===== config.mk =====
export PLATFORM = sky130hd
export DESIGN_NAME = plab5_mcore_dma_engine
export DESIGN_NICKNAME = d
export VERILOG_FILES = /design/src/rtl/plab5_mcore_dma_pkg.sv /design/src/rtl/plab5_mcore_dma_engine.sv
export SDC_FILE = /design/constraint.sdc
export NUM_CORES = 1
export LEC_CHECK = 0
export CAP_MARGIN = 40
export CORE_ASPECT_RATIO = 0.75
export CORE_MARGIN = 2
export CORE_UTILIZATION = 48
export CTS_CLUSTER_SIZE = 14
export DETAILED_ROUTE_END_ITERATION = 12
export PLACE_DENSITY_LB_ADDON = 0.08
export SLEW_MARGIN = 25
export SYNTH_ARGS = -nofsm -noshare
export SYNTH_HDL_FRONTEND = slang
export SYNTH_SLANG_ARGS = --single-unit

===== constraint.sdc =====
create_clock -name clk -period 5.1 [get_ports clk]
set_clock_uncertainty 0.2 [all_clocks]
set_input_delay 1.02 -clock clk [delete_from_list [all_inputs] [get_ports clk]]
set_output_delay 1.02 -clock clk [all_outputs]
set_load 0.1 [all_outputs]

===== src/rtl/plab5_mcore_dma_pkg.sv =====
// Shared encodings for the multicore DMA engine: FSM states and memory request types.
package plab5_mcore_dma_pkg;

  typedef enum logic [2:0] {
    STATE_IDLE    = 3'd0,
    STATE_RD_REQ  = 3'd1,
    STATE_RD_WAIT = 3'd2,
    STATE_WR_REQ  = 3'd3,
    STATE_WR_WAIT = 3'd4,
    STATE_DONE    = 3'd5
  } dma_state_e;

  localparam logic MEM_REQ_READ  = 1'b0;
  localparam logic MEM_REQ_WRITE = 1'b1;

endpackage


===== src/rtl/plab5_mcore_dma_engine.sv =====
// Word-by-word memory copy engine: one read then one write per word, at most
// one memory request outstanding, single-cycle ack when the copy finishes.
module plab5_mcore_dma_engine
  import plab5_mcore_dma_pkg::*;
#(
  parameter int p_addr_nbits = 32,
  parameter int p_data_nbits = 32,
  parameter int p_len_nbits  = 8,
  parameter bit p_domain     = 1'b0
) (
  input  logic                    clk,
  input  logic                    reset,
  input  logic                    req_val,
  output logic                    req_rdy,
  input  logic [p_addr_nbits-1:0] req_src_addr,
  input  logic [p_addr_nbits-1:0] req_dest_addr,
  input  logic [p_len_nbits-1:0]  req_len,
  output logic                    req_domain,
  output logic                    ack,
  output logic                    busy,
  output logic                    mem_req_val,
  input  logic                    mem_req_rdy,
  output logic                    mem_req_type,
  output logic [p_addr_nbits-1:0] mem_req_addr,
  output logic [p_data_nbits-1:0] mem_req_data,
  input  logic                    mem_resp_val,
  output logic                    mem_resp_rdy,
  input  logic [p_data_nbits-1:0] mem_resp_data
);

  localparam logic [p_addr_nbits-1:0] WORD_BYTES = p_addr_nbits'(4);

  dma_state_e              state, state_next;
  logic [p_addr_nbits-1:0] src_reg, dest_reg;
  logic [p_len_nbits-1:0]  len_reg, count;
  logic [p_data_nbits-1:0] data_reg;

  logic accept, rd_done, wr_done, last_word;

  assign accept    = req_val & req_rdy;
  assign rd_done   = (state == STATE_RD_WAIT) & mem_resp_val;
  assign wr_done   = (state == STATE_WR_WAIT) & mem_resp_val;
  assign last_word = ((count + 1'b1) == len_reg);

  assign req_domain = p_domain;
  assign busy       = (state != STATE_IDLE);

  always_ff @(posedge clk) begin
    if (reset) begin
      state <= STATE_IDLE;
      count <= '0;
    end else begin
      state <= state_next;
      if (accept)       count <= '0;
      else if (wr_done) count <= count + 1'b1;
    end
  end

  // Datapath registers carry no reset; they are always loaded on accept before use.
  always_ff @(posedge clk) begin
    if (accept) begin
      src_reg  <= req_src_addr;
      dest_reg <= req_dest_addr;
      len_reg  <= req_len;
    end else if (wr_done) begin
      src_reg  <= src_reg + WORD_BYTES;
      dest_reg <= dest_reg + WORD_BYTES;
    end
    if (rd_done) data_reg <= mem_resp_data;
  end

  always_comb begin
    state_next   = state;
    req_rdy      = 1'b0;
    ack          = 1'b0;
    mem_req_val  = 1'b0;
    mem_req_type = MEM_REQ_READ;
    mem_req_addr = src_reg;
    mem_req_data = data_reg;
    mem_resp_rdy = 1'b0;
    unique case (state)
      STATE_IDLE: begin
        req_rdy      = 1'b1;
        // Responses arriving here are leftovers from an aborted transfer; drain them.
        mem_resp_rdy = 1'b1;
        if (req_val) state_next = (req_len == '0) ? STATE_DONE : STATE_RD_REQ;
      end
      STATE_RD_REQ: begin
        mem_req_val  = 1'b1;
        mem_req_type = MEM_REQ_READ;
        mem_req_addr = src_reg;
        if (mem_req_rdy) state_next = STATE_RD_WAIT;
      end
      STATE_RD_WAIT: begin
        mem_resp_rdy = 1'b1;
        if (mem_resp_val) state_next = STATE_WR_REQ;
      end
      STATE_WR_REQ: begin
        mem_req_val  = 1'b1;
        mem_req_type = MEM_REQ_WRITE;
        mem_req_addr = dest_reg;
        mem_req_data = data_reg;
        if (mem_req_rdy) state_next = STATE_WR_WAIT;
      end
      STATE_WR_WAIT: begin
        mem_resp_rdy = 1'b1;
        if (mem_resp_val) state_next = last_word ? STATE_DONE : STATE_RD_REQ;
      end
      STATE_DONE: begin
        ack        = 1'b1;
        state_next = STATE_IDLE;
      end
      default: state_next = STATE_IDLE;
    endcase
  end

endmodule


* Yosys cells after proc, flatten, opt, wreduce, memory -nomap -nowiden
Index checks and enable logic that the tools add are counted.
** Word-level totals
- Register bits after elaboration :: 115
- Output and inout port bits :: 71
- Word-level logic and storage cells :: 49
** Operators by class
- Add/sub/neg operators :: 3
- Equality and inequality tests :: 11
- Muxes and demuxes :: 18
- Bitwise gates (word level) :: 3
- Reduce and logical (&&, ||, !) cells :: 8
** Operators by type and width (number)
- $mux 32 :: 5
- $add 32x3->32 const B :: 2
- $mux 3 :: 7
- $pmux 3 s5 :: 1
- $ne 2x2->1 const B :: 5
- $add 8x1->8 const B :: 1
- $eq 8x8->1 :: 1
- $logic_not 8->1 :: 1
- $eq 3x2->1 const B :: 2
- $eq 3x3->1 const B :: 2
- $mux 1 :: 5
- $reduce_and 5->1 :: 1
- $reduce_or 2->1 :: 2
- $and 1x1->1 :: 3
- $eq 3x1->1 const B :: 1
- $logic_not 3->1 :: 1
- $reduce_bool 3->1 :: 1
- $reduce_or 3->1 :: 1
- $reduce_bool 2->1 :: 1

* Logic depth before layout (Yosys ltp)
- Depth after elaboration :: 5
- Gate-level depth with buffers :: 8
- Depth with buffers taken out :: 6

* Worst setup path after synthesis
No wires, ideal clock.
- Path type :: register to output
- From :: register state[0]
- To :: output port mem_req_addr[13]
- Arrival time :: 4.691 ns
- Slack :: -0.811 ns
- Cell stages (with the launch flop) :: 5
- Buffers on the path :: 1
- Path through :: dfxtp_1 clkbuf_1 nor2b_1 nand2_1 o21ai_0
** Between the ends
- Word-level cells in the longest chain between the ends :: 2
** Ends and longest elaborated chain
- start: declaration :: RTL line plab5_mcore_dma_engine.sv:33 : dma_state_e state, state_next;
- start signal: assignment :: RTL line plab5_mcore_dma_engine.sv:53 : state <= state_next;
- $eq 3x2->1 :: RTL line plab5_mcore_dma_engine.sv:81 : unique case (state)
- $mux 32 :: RTL line plab5_mcore_dma_engine.sv:81
- end: declaration :: RTL line plab5_mcore_dma_engine.sv:24 : output logic [p_addr_nbits-1:0] mem_req_addr,
No other way between the ends.

* Worst setup path after layout
- From :: register state[0]
- To :: output port mem_req_addr[25]
The elaborated chain is that of the path after synthesis.

==> results list <==
* Cell count after placement: 984
- Subtracting the final worst setup slack from the clock period gives 3.84 ns.
- Synth area leaders: edfxtp_1 52%, nand2_1 11%, xor2_1 6.2%
- The worst hold path begins at count[5].
- In this run the register-to-register setup slack is 2.19 ns.
- Setup violations remaining at the end of the flow were counted as 0.
- The clock tree synthesis step divided the H-tree into 4 levels.
- Most used DFF post-synth: edfxtp_1
- Number of standard cells in the layout, taps in and fillers out: about 1000
- The number of clock buffers added by TritonCTS is 17.
- The cell count after synthesis came out at 623.
- In the routed design, unresolved DRC markers number 0.
- Average routed wire per standard cell: 17.7 um
- In the final layout, the share of cells above drive strength 1 is between 10% and 20%.
- Fraction of synthesis flops using an asynchronous set or reset pin: 0%
- Arrival time of data at the critical path endpoint: ~2.6 ns
* CTS Hold Buffers Added: 0
- Worst setup slack before clock tree synthesis: about 1.5 ns
* Library cell with the largest summed area after synthesis: edfxtp_1
- STA classifies the critical path endpoint as an output port.
- Final weighted congestion in routability-driven placement: ~0.87
- The floorplan step defined a die boundary enclosing 0.0135 mm^2.
- Layout-stage area growth over the synthesis result: 50.2%
- Cell variety after synth: between 40 and 50
* Overall routing resource usage: a little over a quarter
* Row count: 35
* I/O pin cnt: 180
- Yosys instantiated no cell more often than nand2_1.
* Result of the run: complete, no violations
- Origin of the worst setup path: state[0]
- Post-Synthesis Net Count: approximately 740
* TritonCTS sink count: about 120
* Max-Cap Viols: 0
* Ranking of synthesized cells by instance count: 183 x nand2_1, 104 x edfxtp_1, 59 x o21ai_0, 43 x xor2_1, 32 x nand3_1
- Worst ir drop on vdd: roughly 260 uV
- Timing would allow up to around 0.26 GHz.
- Part of the Yosys area used for sequential elements: 55.2%
- Fraction of the core area covered by cells at the end of the flow: about three quarters
- DP HPWL: between 10000 and 15000 um
- Number of buffers on the longest clock path: 2
* Number of DRC markers after the initial detailed-route iteration: ~600
* # nets final: 951
- Smallest setup slack after layout: ~1.3 ns
- Post-CTS setup buffer count: 0
- Initial standard-cell utilization of the core: between 40% and 50%
* Per-cell via count in the routed design: roughly 5.4
* Count of antenna diodes in the layout: 0
- The via count of the first global-routing pass is 5105.
- Dividing the synthesized area by the synthesized cell count gives 9.73 um^2.
- The max-slew violation count was 0.
* Leakage power of the design: approximately 3.4 nW
* Number of hold violations in the final report: 0
* Tcrit/Tclk final: around three quarters
- The synthesized design contains 104 enable-type register cells.
- RSZ-0062 raised after global routing: false
* Summed negative setup slack over all endpoints: 0 ns
- The first detailed-routing pass took 5 iterations.
* Largest fanout on the critical path: 36
- In this run the tool buffered the top-level ports with roughly 180 buffer cells.
- Via count: ~5500
* Maximum number of pins on one net before global-route repair: between 90 and 100
* Total power divided by cell area: between 300 and 400 mW/mm^2
- In this run the cell area of the synthesized design comes to 0.00606 mm^2.
- Number of warnings issued by yosys: 0
- The worst setup path is launched from a flip-flop.
- Transition time of the tightest slew-check pin: just over 0.8 ns
- TritonCTS clock tree: yes
* Startpoint-to-endpoint class of the critical path: reg -> out
- Clock tree synthesis selected as its root buffer the cell clkbuf_16.
* Area post-placement: around 0.0085 mm^2
* Horizontal die dimension: about 130 um
- The worst hold path belongs to the class reg -> reg.
- Fraction of synthesized cell area taken by the top area cell type: 51.5%
- At the later pin of the worst-skew pair, clock insertion delay measures between 0.4 and 0.5 ns.
- Origin of the critical flop-to-flop path: state[2]
- After synthesis the netlist holds a flip-flop and latch count of around 120.
* Die H: roughly 100 um
- After global routing the overflow that remains totals 0.
- After floorplanning, the core was sized to cover ~0.012 mm^2.
* Total Wirelength: between 15000 and 20000 um
- For the worst setup path, the data required time is roughly 3.9 ns.
- # resized after CTS: 0
- Once detail routing completed, the nets flagged for antenna violations numbered 0.
- After routing the design area is just over 0.009 mm^2.
- The first global-routing pass estimated between 20000 and 30000 um of wire.
- Measured against its own limit, the worst slew margin works out to between 40% and 50%.
- After clock tree synthesis, the clock-pin slew on the worst setup and hold paths is 0.06 ns.
* Number of antenna violations at the first check in global routing: 0
[routing by layer]
layer / wire length (um) / global-route usage, %
met5: 0 / 0
met2: 8550 / 42.1
met3: 1500 / 6.81
met4: 347 / 8.67
met1: 7560 / 35.8
[kinds of logic after synthesis]
family,share of synthesized area [%]
fa+ha+maj,0.620
compound gates,7.74
xor+xnor,9.68
simple gates,24.1
buf+inv,2.29
mux,0.330
flops,55.2
other cells,0.0619
[area by class of cell]
| class | count | area (um^2) |
|---|---|---|
| inverter | 10 | 37.5 |
| fill | 849 | 3200 |
| timing repair buffer | 223 | 2380 |
| clock inverter | 12 | 116 |
| tap | 166 | 208 |
| clock buffer | 19 | 433 |
| multi-input combinational | 472 | 2590 |
| sequential | 115 | 3340 |
[power by group]
group | internal [mW] | leakage [nW] | switching (mW)
clock | 0.706 | 0.257 | 0.414
sequential | 1.14 | 1.07 | 0.0885
combinational | 0.246 | 2.04 | 0.528
[worst paths after layout]
kind	depth (start not counted)	endpoint
worst max-delay path	8	mem_req_addr[25]
worst min-delay path	2	count[5]
worst max register to register	5	src_reg[17]
worst min register to register	2	count[5]
[placed cells by master, fill, tap and decap left out, types with 4 or more instances in the layout]
cell / instances
a21oi_1: 9
a31oi_1: 6
and3_1: 12
and4_1: 4
buf_16: 4
buf_4: 36
buf_8: 34
clkbuf_16: 17
clkdlybuf4s50_1: 145
clkinvlp_4: 4
dfxtp_1: 11
edfxtp_1: 104
inv_1: 9
nand2_1: 182
nand2b_1: 4
nand3_1: 32
nand4_1: 15
nor2_1: 23
nor3_1: 10
nor4_1: 8
o21ai_0: 57
o31ai_1: 4
xnor2_1: 24
xor2_1: 43
[stage by stage]
stage / hold WS [ns] / power, mW
final: 0.354 / 3.12
after global routing: 0.381 / 3.22
after CTS: 0.355 / 3.13
after detailed placement: 0.345 / 2.01
after global placement: 0.324 / 1.96
after floorplan: 0.299 / 1.73
[worst max-delay path, stage by stage (launching register included)]
cell and delay, ns:
dfxtp_1 0.54, nor2b_2 0.23, nand2_1 0.06, buf_4 0.25, inv_1 0.39, buf_8 0.25, nand2_1 0.07, nand2_1 0.10
buf_4 0.30
(Power assumes the default switching activity.)
